**src/rtl/usb_crc_engine.sv**
```systemverilog
// usb_crc_engine
// Serial CRC engine shared by the USB token (CRC5) and data (CRC16) paths.
// Accumulates qualified wire-order bits into an LFSR, reports the residual
// match for RX checking, and for TX shifts out the inverted CRC field
// MSB-first while feeding each emitted bit back into the LFSR. Because of
// that feedback, crc_ok rises on its own once a TX append completes.

module usb_crc_engine #(
    parameter int          CRC_W    = 16,
    parameter logic [15:0] POLY     = 16'h8005,
    parameter logic [15:0] INIT     = 16'hFFFF,
    parameter logic [15:0] RESIDUAL = 16'h800D
) (
    input  logic             clk,
    input  logic             n_rst,
    input  logic             clear,
    input  logic             bit_valid,
    input  logic             bit_in,
    input  logic             append_req,
    input  logic             shift_en,
    output logic             tx_bit,
    output logic             tx_busy,
    output logic             append_done,
    output logic [CRC_W-1:0] crc_value,
    output logic             crc_ok
);

    // Only the CRC5 and CRC16 flavours exist on the bus; anything else is a
    // wiring mistake that should stop elaboration.
    generate
        if (!(CRC_W == 5 || CRC_W == 16)) begin : g_bad_width
            $error("usb_crc_engine: CRC_W must be 5 or 16");
        end
        if ((POLY >> CRC_W) != 16'd0) begin : g_bad_poly
            $error("usb_crc_engine: POLY wider than CRC_W");
        end
        if ((RESIDUAL >> CRC_W) != 16'd0) begin : g_bad_residual
            $error("usb_crc_engine: RESIDUAL wider than CRC_W");
        end
    endgenerate

    localparam int                  CNT_W   = $clog2(CRC_W);
    localparam logic [CNT_W-1:0]    CNT_MAX = CNT_W'(CRC_W - 1);
    localparam logic [CRC_W-1:0]    POLY_W  = POLY[CRC_W-1:0];
    localparam logic [CRC_W-1:0]    INIT_W  = INIT[CRC_W-1:0];
    localparam logic [CRC_W-1:0]    RES_W   = RESIDUAL[CRC_W-1:0];

    typedef enum logic [1:0] {
        ST_IDLE   = 2'd0,
        ST_ACCUM  = 2'd1,
        ST_APPEND = 2'd2
    } state_t;

    state_t             state_reg;
    state_t             state_next;
    logic [CRC_W-1:0]   lfsr_reg;
    logic [CRC_W-1:0]   shifter_reg;
    logic [CNT_W-1:0]   count_reg;
    logic               append_done_reg;

    // One LFSR step for a single accepted bit (MSB-first Galois form).
    function automatic logic [CRC_W-1:0] crc_step(input logic [CRC_W-1:0] cur,
                                                  input logic b);
        logic fb;
        fb       = b ^ cur[CRC_W-1];
        crc_step = {cur[CRC_W-2:0], 1'b0} ^ (fb ? POLY_W : '0);
    endfunction

    // State register.
    always_ff @(posedge clk or negedge n_rst) begin
        if (!n_rst) begin
            state_reg <= ST_IDLE;
        end else begin
            state_reg <= state_next;
        end
    end

    // Next-state logic: clear wins, then append_req, then bit_valid.
    always_comb begin
        state_next = state_reg;
        if (clear) begin
            state_next = ST_IDLE;
        end else begin
            case (state_reg)
                ST_IDLE, ST_ACCUM: begin
                    if (append_req) begin
                        state_next = ST_APPEND;
                    end else if (bit_valid) begin
                        state_next = ST_ACCUM;
                    end
                end
                ST_APPEND: begin
                    if (shift_en && (count_reg == '0)) begin
                        state_next = ST_IDLE;
                    end
                end
                default: state_next = ST_IDLE;
            endcase
        end
    end

    // LFSR, append shifter, bit counter and the done pulse.
    always_ff @(posedge clk or negedge n_rst) begin
        if (!n_rst) begin
            lfsr_reg        <= '0;
            shifter_reg     <= '0;
            count_reg       <= '0;
            append_done_reg <= 1'b0;
        end else begin
            append_done_reg <= 1'b0;
            if (clear) begin
                lfsr_reg    <= INIT_W;
                shifter_reg <= '0;
                count_reg   <= '0;
            end else if (state_reg == ST_APPEND) begin
                // Emitted bits re-enter the LFSR so the residual self-checks.
                if (shift_en) begin
                    lfsr_reg    <= crc_step(lfsr_reg, shifter_reg[CRC_W-1]);
                    shifter_reg <= {shifter_reg[CRC_W-2:0], 1'b0};
                    if (count_reg == '0) begin
                        append_done_reg <= 1'b1;
                    end else begin
                        count_reg <= count_reg - 1'b1;
                    end
                end
            end else if (append_req) begin
                // Any bit_valid presented this same cycle is deliberately dropped.
                shifter_reg <= ~lfsr_reg;
                count_reg   <= CNT_MAX;
            end else if (bit_valid) begin
                lfsr_reg <= crc_step(lfsr_reg, bit_in);
            end
        end
    end

    // Outputs decoded from the state and datapath registers.
    always_comb begin
        tx_busy = (state_reg == ST_APPEND);
        tx_bit  = tx_busy & shifter_reg[CRC_W-1];
    end

    assign append_done = append_done_reg;
    assign crc_value   = ~lfsr_reg;
    assign crc_ok      = (lfsr_reg == RES_W);

endmodule

```
**config.mk**
```make
export PLATFORM = sky130hd
export DESIGN_NAME = usb_crc_engine
export DESIGN_NICKNAME = d
export VERILOG_FILES = /design/src/rtl/usb_crc_engine.sv
export SDC_FILE = /design/constraint.sdc
export NUM_CORES = 1
export LEC_CHECK = 0
export ABC_AREA = 1
export CAP_MARGIN = 20
export CORE_MARGIN = 1.5
export CORE_UTILIZATION = 54
export CTS_CLUSTER_DIAMETER = 150
export DETAILED_ROUTE_END_ITERATION = 8
export PLACE_DENSITY_LB_ADDON = 0.12
export SLEW_MARGIN = 20
export SYNTH_ARGS = -nofsm -noshare
export SYNTH_HDL_FRONTEND = slang
export SYNTH_SLANG_ARGS = --single-unit
```
**constraint.sdc**
```tcl
create_clock -name clk -period 1.65 [get_ports clk]
set_clock_uncertainty 0.2 [all_clocks]
set_input_delay 0.495 -clock clk [delete_from_list [all_inputs] [get_ports clk]]
set_output_delay 0.495 -clock clk [all_outputs]
set_load 0.005 [all_outputs]
```
==> results of run 1 <==
-- cell families after synthesis --
kind of cell	after synthesis
fa+ha+maj	2
simple gates	84
compound gates	56
flops	39
buf+inv	36
-- per-stage QoR --
stage | setup WS (ns) | utilization | instance area [um^2] | TNS (ns) | hold slack (ns)
after floorplan | 0.0308 | - | 1940 | 0 | -0.000591
after global placement | -0.425 | 0.765 | 2590 | -15.91 | 0.263
after detailed placement | -0.465 | 0.765 | 2590 | -17.52 | 0.274
==> out/metrics.yaml, run 1 <==
htreeDepth: 2
synth_common_cells: "dfrtp_1 (39), a21oi_1 (34), nor2_1 (32)"
yosysWarnings: 0
place_hpwl_um: 3310
synth-compound-area-share: 0.189
synth-seq-cells: 39
synth_top_area_share: 0.504
synth_area_leaders: "dfrtp_1 (50%), a21oi_1 (8.8%), a22oi_2 (6.5%)"
synthFlopType: "dfrtp_1"
synthCells: 217
synth-xor-area-share: 0
flow.stopped_at: "clock tree synthesis"
mappedNetlistNets: 226
cts-root-buf: "clkbuf_4"
gp_congestion: 0.809
cts_sinks: 39
initial_core_util: 0.572
status: "did not finish"
post-synth-top-count-cell: "dfrtp_1"
numPortBuffers: 26
cts_max_path_buffers: 2
synth-edff-count: 0
pin_count: 27
synthMuxAreaShare: 0
ys_seq_area_frac: 0.504
cts_hold_buf: 1
synth_area_leader_cell: "dfrtp_1"
cts_buffers: 5
die_x_um: 62.9
post-cts-setup-buffer-count: 48
synth_fa_ha_area_frac: 0.0129
synth_area_um2: 1940
firstError: "[ERROR DPL-0038] Utilization greater than 100%, impossible to legalize"
synth_top_family_by_area: "simple AND/OR/NAND/NOR gates"
cts_resized: 172
synth.avg_cell_area_um2: 8.93
dpl.cell_count: 328
synth.distinct_cells: 25
synthArstFlopShare: 1.00
die_h_um: 62.9
yosys.area_share.simple: 0.209
num_rows: 21
==> run 2: changes to the inputs <==
--- a/config.mk
+++ b/config.mk
@@ -8,10 +8,9 @@
 export ABC_AREA = 1
 export CAP_MARGIN = 20
 export CORE_MARGIN = 1.5
-export CORE_UTILIZATION = 54
-export CTS_CLUSTER_DIAMETER = 150
+export CORE_UTILIZATION = 40
 export DETAILED_ROUTE_END_ITERATION = 8
-export PLACE_DENSITY_LB_ADDON = 0.12
+export PLACE_DENSITY_LB_ADDON = 0.15
 export SLEW_MARGIN = 20
 export SYNTH_ARGS = -nofsm -noshare
 export SYNTH_HDL_FRONTEND = slang
==> run 2 against run 1 <==
Compared with the run above:
- area after synthesis is the same
- the flow now finishes, with violations (setup timing)
- synthesized cell count is the same
==> out/metrics.yaml, run 2 <==
fmax_mhz: 477
first_global_vias: 2072
clk_pin_slew_ns: 0.08
via_per_inst: 5.52
critPathRequiredTime_ns: 0.95
core_area_um2: 4690
drt_iter0_markers: 140
critPathLaunchType: "flip-flop"
antenna_cells: 0
dr.pass1.iters: 5
ir_drop_mv: 0.653
area_growth_pct: 103
hold_path_class: "flip-flop to flip-flop"
grt_max_degree: 40
fin_crit_ns: 2.10
cts_tree: "built"
setup_viol_count_final: 53
path_max_fanout: 2
gp_congestion: 0.806  # was 0.809
synth_top_area_share: 0.504  # unchanged
synth.avg_cell_area_um2: 8.93  # unchanged
finalSetupTns_ns: -7.39
antenna_found_initial: 0
violations: "setup timing"
synth.distinct_cells: 25  # unchanged
p_leak_uw: 0.00180
layout_common_cells: "buf_4 (61), buf_6 (52), dfrtp_1 (39), a21oi_2 (24), nor2_4 (16)"
final_common_cell: "buf_4"
final_area_um2: 3940
synth_area_leaders: "dfrtp_1 (50%), a21oi_1 (8.8%), a22oi_2 (6.5%)"  # unchanged
rsz0062_at_grt: "yes"
pin_count: 27  # unchanged
synth-edff-count: 0  # unchanged
dieArea_um2: 5270
synthArstFlopShare: 1.00  # unchanged
ys_seq_area_frac: 0.504  # unchanged
drt_wl_total_um: 8260
crit_path_end_kind: "output port"
synth_area_um2: 1940  # unchanged
crit_chain: "inv_2 -> nand4_1 -> nor4_2 -> buf_2"
die_h_um: 72.6  # was 62.9 um
synth_common_cells: "dfrtp_1 (39), a21oi_1 (34), nor2_1 (32)"  # unchanged
synth-seq-cells: 39  # unchanged
synthFlopType: "dfrtp_1"  # unchanged
crit_type: "flip-flop to output port"
synthCells: 217  # unchanged
dpl.cell_count: 342  # was 328
cp.arrival_ns: 1.40
status: "complete, but fails checks"  # was did not finish
mappedNetlistNets: 226  # unchanged
slowest_delay_ns: 0.41
die_x_um: 72.6  # was 62.9 um
pwr_density_cell_nw_per_um2: 1000
place_area_um2: 2650  # was 2590 um^2
cts_sinks: 39  # unchanged
r2r_cells: 11
finalNetCount: 363
place_hpwl_um: 3190  # was 3310 um
setup_slack_ns: -0.447
grt_usage: 0.270
numPortBuffers: 26  # unchanged
initial_core_util: 0.413  # was 0.572
pre_cts_slack_ns: -0.420  # was -0.465 ns
utilization: 0.839
crit_slowest_cell: "dfrtp_1"
synth_area_leader_cell: "dfrtp_1"  # unchanged
slew_violations: 0
clock_latency_ns: 0.30
num_vias: 2257
cts_max_path_buffers: 2  # unchanged
post-synth-top-count-cell: "dfrtp_1"  # unchanged
wl_per_cell_um: 20.2
drive_gt1_frac: 0.685
r2r_slack_ns: -0.25
whs_path_depth: 2
cap_violations: 0
fill_cells: 216
cts_buffers: 5  # unchanged
drc: 0
ant_nets: 0
worstMarginPinSlew_ns: 0.263
hold_violations: 0
num_rows: 25  # was 21
grt_first_pass_wirelength_um: 10600
instances_no_fill: 409
grt_overflow: 0
cts-root-buf: "clkbuf_8"  # was clkbuf_4
worst_slew_margin_rel: 0.824
htreeDepth: 2  # unchanged
fin_crit_sh: 1.27
yosysWarnings: 0  # unchanged
-- run 2: path summary, 6_finish.rpt --
path | start | endpoint
setup reg to reg | state_reg[0] | state_reg[0]
max in group asynchronous | n_rst | shifter_reg[14]
min in group asynchronous | n_rst | shifter_reg[8]
hold reg to reg | count_reg[0] | count_reg[0]
setup / recovery | lfsr_reg[10] | crc_ok
hold / removal | count_reg[0] | count_reg[0]
-- run 2: final cells by class --
cell class | instances | area, um^2 | area share
Sequential cell | 39 | 976 | 0.248
Multi-Input combinational cell | 142 | 1190 | 0.303
Tap cell | 54 | 67.6 | 0.0172
Inverter | 28 | 120 | 0.0305
Clock inverter | 2 | 35.0 | 0.00889
Clock buffer | 6 | 82.6 | 0.0210
Timing Repair Buffer | 138 | 1470 | 0.372
-- run 2: metrics by stage --
stage	hold WS (ns)	power, uW
3_5_place_dp	0.282	2110
3_3_place_gp	0.264	2100
5_1_grt	0.356	4100
4_1_cts	0.298	3620
2_1_floorplan	-0.000591	1710
6_report	0.299	3940
-- run 2: worst max-delay path, delay by kind of cell, from the launching register on --
| kind | cells | cell delay [ns] |
|---|---|---|
| buffers and inverters | 2 | 0.25 |
| AND/OR/NAND/NOR | 2 | 0.45 |
| flip-flops | 1 | 0.41 |
-- run 2: repair_timing --
item,4_1_cts,5_1_grt
setup endpoints to repair,56,58
setup buffers,42,25
cloned,7,0
hold buffers,1,0
pin swaps,14,40
resized for setup,210,64
endpoints found under the hold margin,39,0
-- run 2: cell families (layout without fill, tap and decap cells) --
| kind of cell | count (synthesis) | count (layout) | synth area share |
|---|---|---|---|
| adders and majority gates | 2 | 2 | 0.0129 |
| and+or+nand+nor | 84 | 84 | 0.209 |
| DFF | 39 | 39 | 0.504 |
| AOI/OAI and AO/OA | 56 | 56 | 0.189 |
| buffers and inverters | 36 | 174 | 0.0852 |
-- run 2: power breakdown --
part	total, uW	internal, uW	switching [uW]
combinational	1770	928	845
clock	851	490	361
sequential	1320	1120	193
-- run 2: per-layer routing --
layer | track usage | vias up | share of wire
met2 | 0.462 | 74 | 0.51
li1 | - | 1002 | -
met5 | 0 | - | 0
met4 | 0.0776 | 0 | 0.037
met1 | 0.350 | 1147 | 0.40
met3 | 0.0497 | 34 | 0.050
Power figures use the tool's default switching activity.
==> run 3: changes to the inputs <==
--- a/config.mk
+++ b/config.mk
@@ -9,6 +9,7 @@
 export CAP_MARGIN = 20
 export CORE_MARGIN = 1.5
 export CORE_UTILIZATION = 40
+export CTS_CLUSTER_SIZE = 14
 export DETAILED_ROUTE_END_ITERATION = 8
 export PLACE_DENSITY_LB_ADDON = 0.15
 export SLEW_MARGIN = 20
==> results of run 3 <==
Final layout, timing and power as in run 2 (identical DEF).
==> run 4: changes to the inputs <==
--- a/config.mk
+++ b/config.mk
@@ -6,12 +6,11 @@
 export NUM_CORES = 1
 export LEC_CHECK = 0
 export ABC_AREA = 1
-export CAP_MARGIN = 20
 export CORE_MARGIN = 1.5
 export CORE_UTILIZATION = 40
-export CTS_CLUSTER_SIZE = 14
 export DETAILED_ROUTE_END_ITERATION = 8
 export PLACE_DENSITY_LB_ADDON = 0.15
+export SETUP_SLACK_MARGIN = 0.15
 export SLEW_MARGIN = 20
 export SYNTH_ARGS = -nofsm -noshare
 export SYNTH_HDL_FRONTEND = slang
==> run 4 against run 3 <==
Compared with the run above:
- largest cell class unchanged
- worst setup slack lost 0.051 ns
- critical endpoint unchanged
- critical path type unchanged
- clock-buffer cell count unchanged
- worst hold slack improved by 0.025 ns
- global-route usage up 2.7 points
- highest routed layer unchanged
- die area did not move
- the flow still finishes with violations (setup timing)
==> out/metrics.yaml, run 4 (synthesized netlist as in run 2, its figures left out) <==
status: "complete, but fails checks"  # unchanged
violations: "setup timing"  # unchanged
ant_nets: 0  # unchanged
antenna_cells: 0  # unchanged
crit_path_end_kind: "output port"  # unchanged
worstMarginPinSlew_ns: 0.327  # was 0.263 ns
cts_max_path_buffers: 2  # unchanged
fin_crit_ns: 2.15  # was 2.10 ns
numPortBuffers: 26  # unchanged
switching_share: 0.362  # was 0.355
final_area_um2: 4280  # was 3940 um^2
wl_met2_um: 5200  # was 4250 um
fmax_mhz: 465  # was 477 MHz
dr_wl_met3_um: 827  # was 413 um
pwr_density_cell_nw_per_um2: 1010  # was 1000 nW/um^2
path_max_fanout: 2  # unchanged
ir_drop_mv: 1.09  # was 0.653 mV
wl_met1_um: 3940  # was 3290 um
antenna_found_initial: 0  # unchanged
cts-root-buf: "clkbuf_8"  # unchanged
place_area_um2: 2670  # was 2650 um^2
layout_common_cells: "buf_4 (66), buf_6 (65), dfrtp_1 (39), a21oi_2 (22), nor2_4 (16)"  # was buf_4 (61), buf_6 (52), dfrtp_1 (39), a21oi_2 (24), nor2_4 (16)
slowest_delay_ns: 0.41  # about the same
cap_violations: 0  # unchanged
dieArea_um2: 5270  # unchanged
wl_per_cell_um: 24.2  # was 20.2 um
fill_cells: 137  # was 216
num_rows: 25  # unchanged
grt_first_pass_wirelength_um: 11600  # was 10600 um
place_hpwl_um: 3200  # was 3190 um
hold_path_end: "count_reg[0]"  # unchanged
crit_chain: "inv_2 -> nand4_1 -> nor4_2 -> buf_2"  # unchanged
sequentialPowerShare: 0.306  # was 0.334
crit_slowest_cell: "dfrtp_1"  # unchanged
cts_tree: "built"  # unchanged
area_growth_pct: 121  # was 103%
r2r_cells: 11  # unchanged
htreeDepth: 2  # unchanged
hold_violations: 0  # unchanged
p_leak_uw: 0.00197  # was 0.00180 uW
pin_count: 27  # unchanged
cts_buffers: 5  # unchanged
drt_iter0_markers: 282  # was 140
rsz0062_at_grt: "yes"  # unchanged
slew_violations: 0  # unchanged
whs_path_depth: 2  # unchanged
worst_hold_startpoint: "count_reg[0]"  # unchanged
num_vias: 2553  # was 2257
setup_slack_ns: -0.499  # was -0.447 ns
cp.arrival_ns: 1.45  # was 1.40 ns
critPathLaunchType: "flip-flop"  # unchanged
crit_type: "flip-flop to output port"  # unchanged
core_area_um2: 4690  # unchanged
path_depth: 4  # unchanged
timing.rr.start: "state_reg[0]"  # unchanged
utilization: 0.912  # was 0.839
drc: 0  # unchanged
r2r-end: "lfsr_reg[11]"  # was state_reg[0]
clock_latency_ns: 0.32  # was 0.30 ns
path_buf_inv: 2  # unchanged
hold_path_class: "flip-flop to flip-flop"  # unchanged
drt_wl_total_um: 10400  # was 8260 um
die_h_um: 72.6  # unchanged
initial_core_util: 0.413  # unchanged
path_delay_family: "simple AND/OR/NAND/NOR gates"  # unchanged
p_sw_uw: 1570  # was 1400 uW
hold_ws_ns: 0.324  # was 0.299 ns
critPathRequiredTime_ns: 0.95  # about the same
fin_crit_sh: 1.30  # was 1.27
final_common_cell: "buf_4"  # unchanged
finalSetupTns_ns: -8.24  # was -7.39 ns
intPower_uw: 2760  # was 2540 uW
via_per_inst: 5.92  # was 5.52
routed.top_layer: "met4"  # unchanged
first_global_vias: 2267  # was 2072
finalNetCount: 385  # was 363
p_clk_frac: 0.231  # was 0.216
worst_slew_margin_rel: 0.781  # was 0.824
setup_viol_count_final: 56  # was 53
grt_overflow: 0  # unchanged
clk_pin_slew_ns: 0.09  # was 0.08 ns
combPwrFrac: 0.463  # was 0.450
drive_gt1_frac: 0.724  # was 0.685
gp_congestion: 0.826  # was 0.806
grt_usage: 0.297  # was 0.270
die_x_um: 72.6  # unchanged
grt_max_degree: 40  # unchanged
r2r_slack_ns: -0.20  # was -0.25 ns
pre_cts_slack_ns: -0.421  # was -0.420 ns
dr.pass1.iters: 4  # was 5
cts_sinks: 39  # unchanged
==> run 4: cell count changes in the layout (fill, tap and decap cells not counted), sizes merged <==
cell,previous run,this run
buf,131,152
clkbuf,6,8
clkdlybuf4s50,3,1
bufinv,1,2
clkinv,1,0
dlygate4sd2,3,4
==> run 4: repair_timing <==
action                     4_1_cts  5_1_grt
hold endpoints to repair        39        0
setup buffers                   50       24
gates resized for setup        222       61
cloned                           6        2
hold buffers                     1        0
pin swaps                       34       24
setup endpoints to repair       59       59
==> run 4: worst max-delay path by stage <==
stage,startpoint,end
after floorplan,lfsr_reg[7],crc_ok
final,lfsr_reg[4],crc_ok
after CTS,lfsr_reg[14],crc_ok
after global placement,lfsr_reg[9],crc_ok
after detailed placement,lfsr_reg[9],crc_ok
after global routing,lfsr_reg[2],crc_ok
==> run 4: area by class of cell <==
type	count	area, um^2	share of cell area
Sequential cell	39	976	0.228
Multi-Input combinational cell	142	1270	0.296
Timing Repair Buffer	160	1720	0.401
Inverter	28	118	0.0275
Tap cell	54	67.6	0.0158
Clock inverter	2	60.1	0.0140
Clock buffer	6	72.6	0.0170
==> run 4: per-stage QoR <==
step,power [uW],instances
global placement,2120,340
detailed placement,2130,340
floorplan,1720,217
global route,4440,431
finish,4330,431
CTS,3760,405
==> run 4: power groups by stage <==
stage / sequential, uW / combinational (uW) / clock (uW)
floorplan: 1220 / 495 / 0
global placement: 1240 / 884 / 0
detailed placement: 1240 / 889 / 0
CTS: 1250 / 1540 / 971
global route: 1330 / 2080 / 1030
finish: 1330 / 2000 / 1000
==> run 4: worst min-delay path, cell delays in order, from the launching register on <==
cell	delay, ns
dfrtp_1	0.37
nand2_1	0.06
nand2_1	0.06
==> run 4: routing by layer <==
layer  vias up  GRT usage
li1       1047          -
met1      1273      0.367
met2       183      0.514
met3        50     0.0691
met4         0     0.0964
met5         -          0
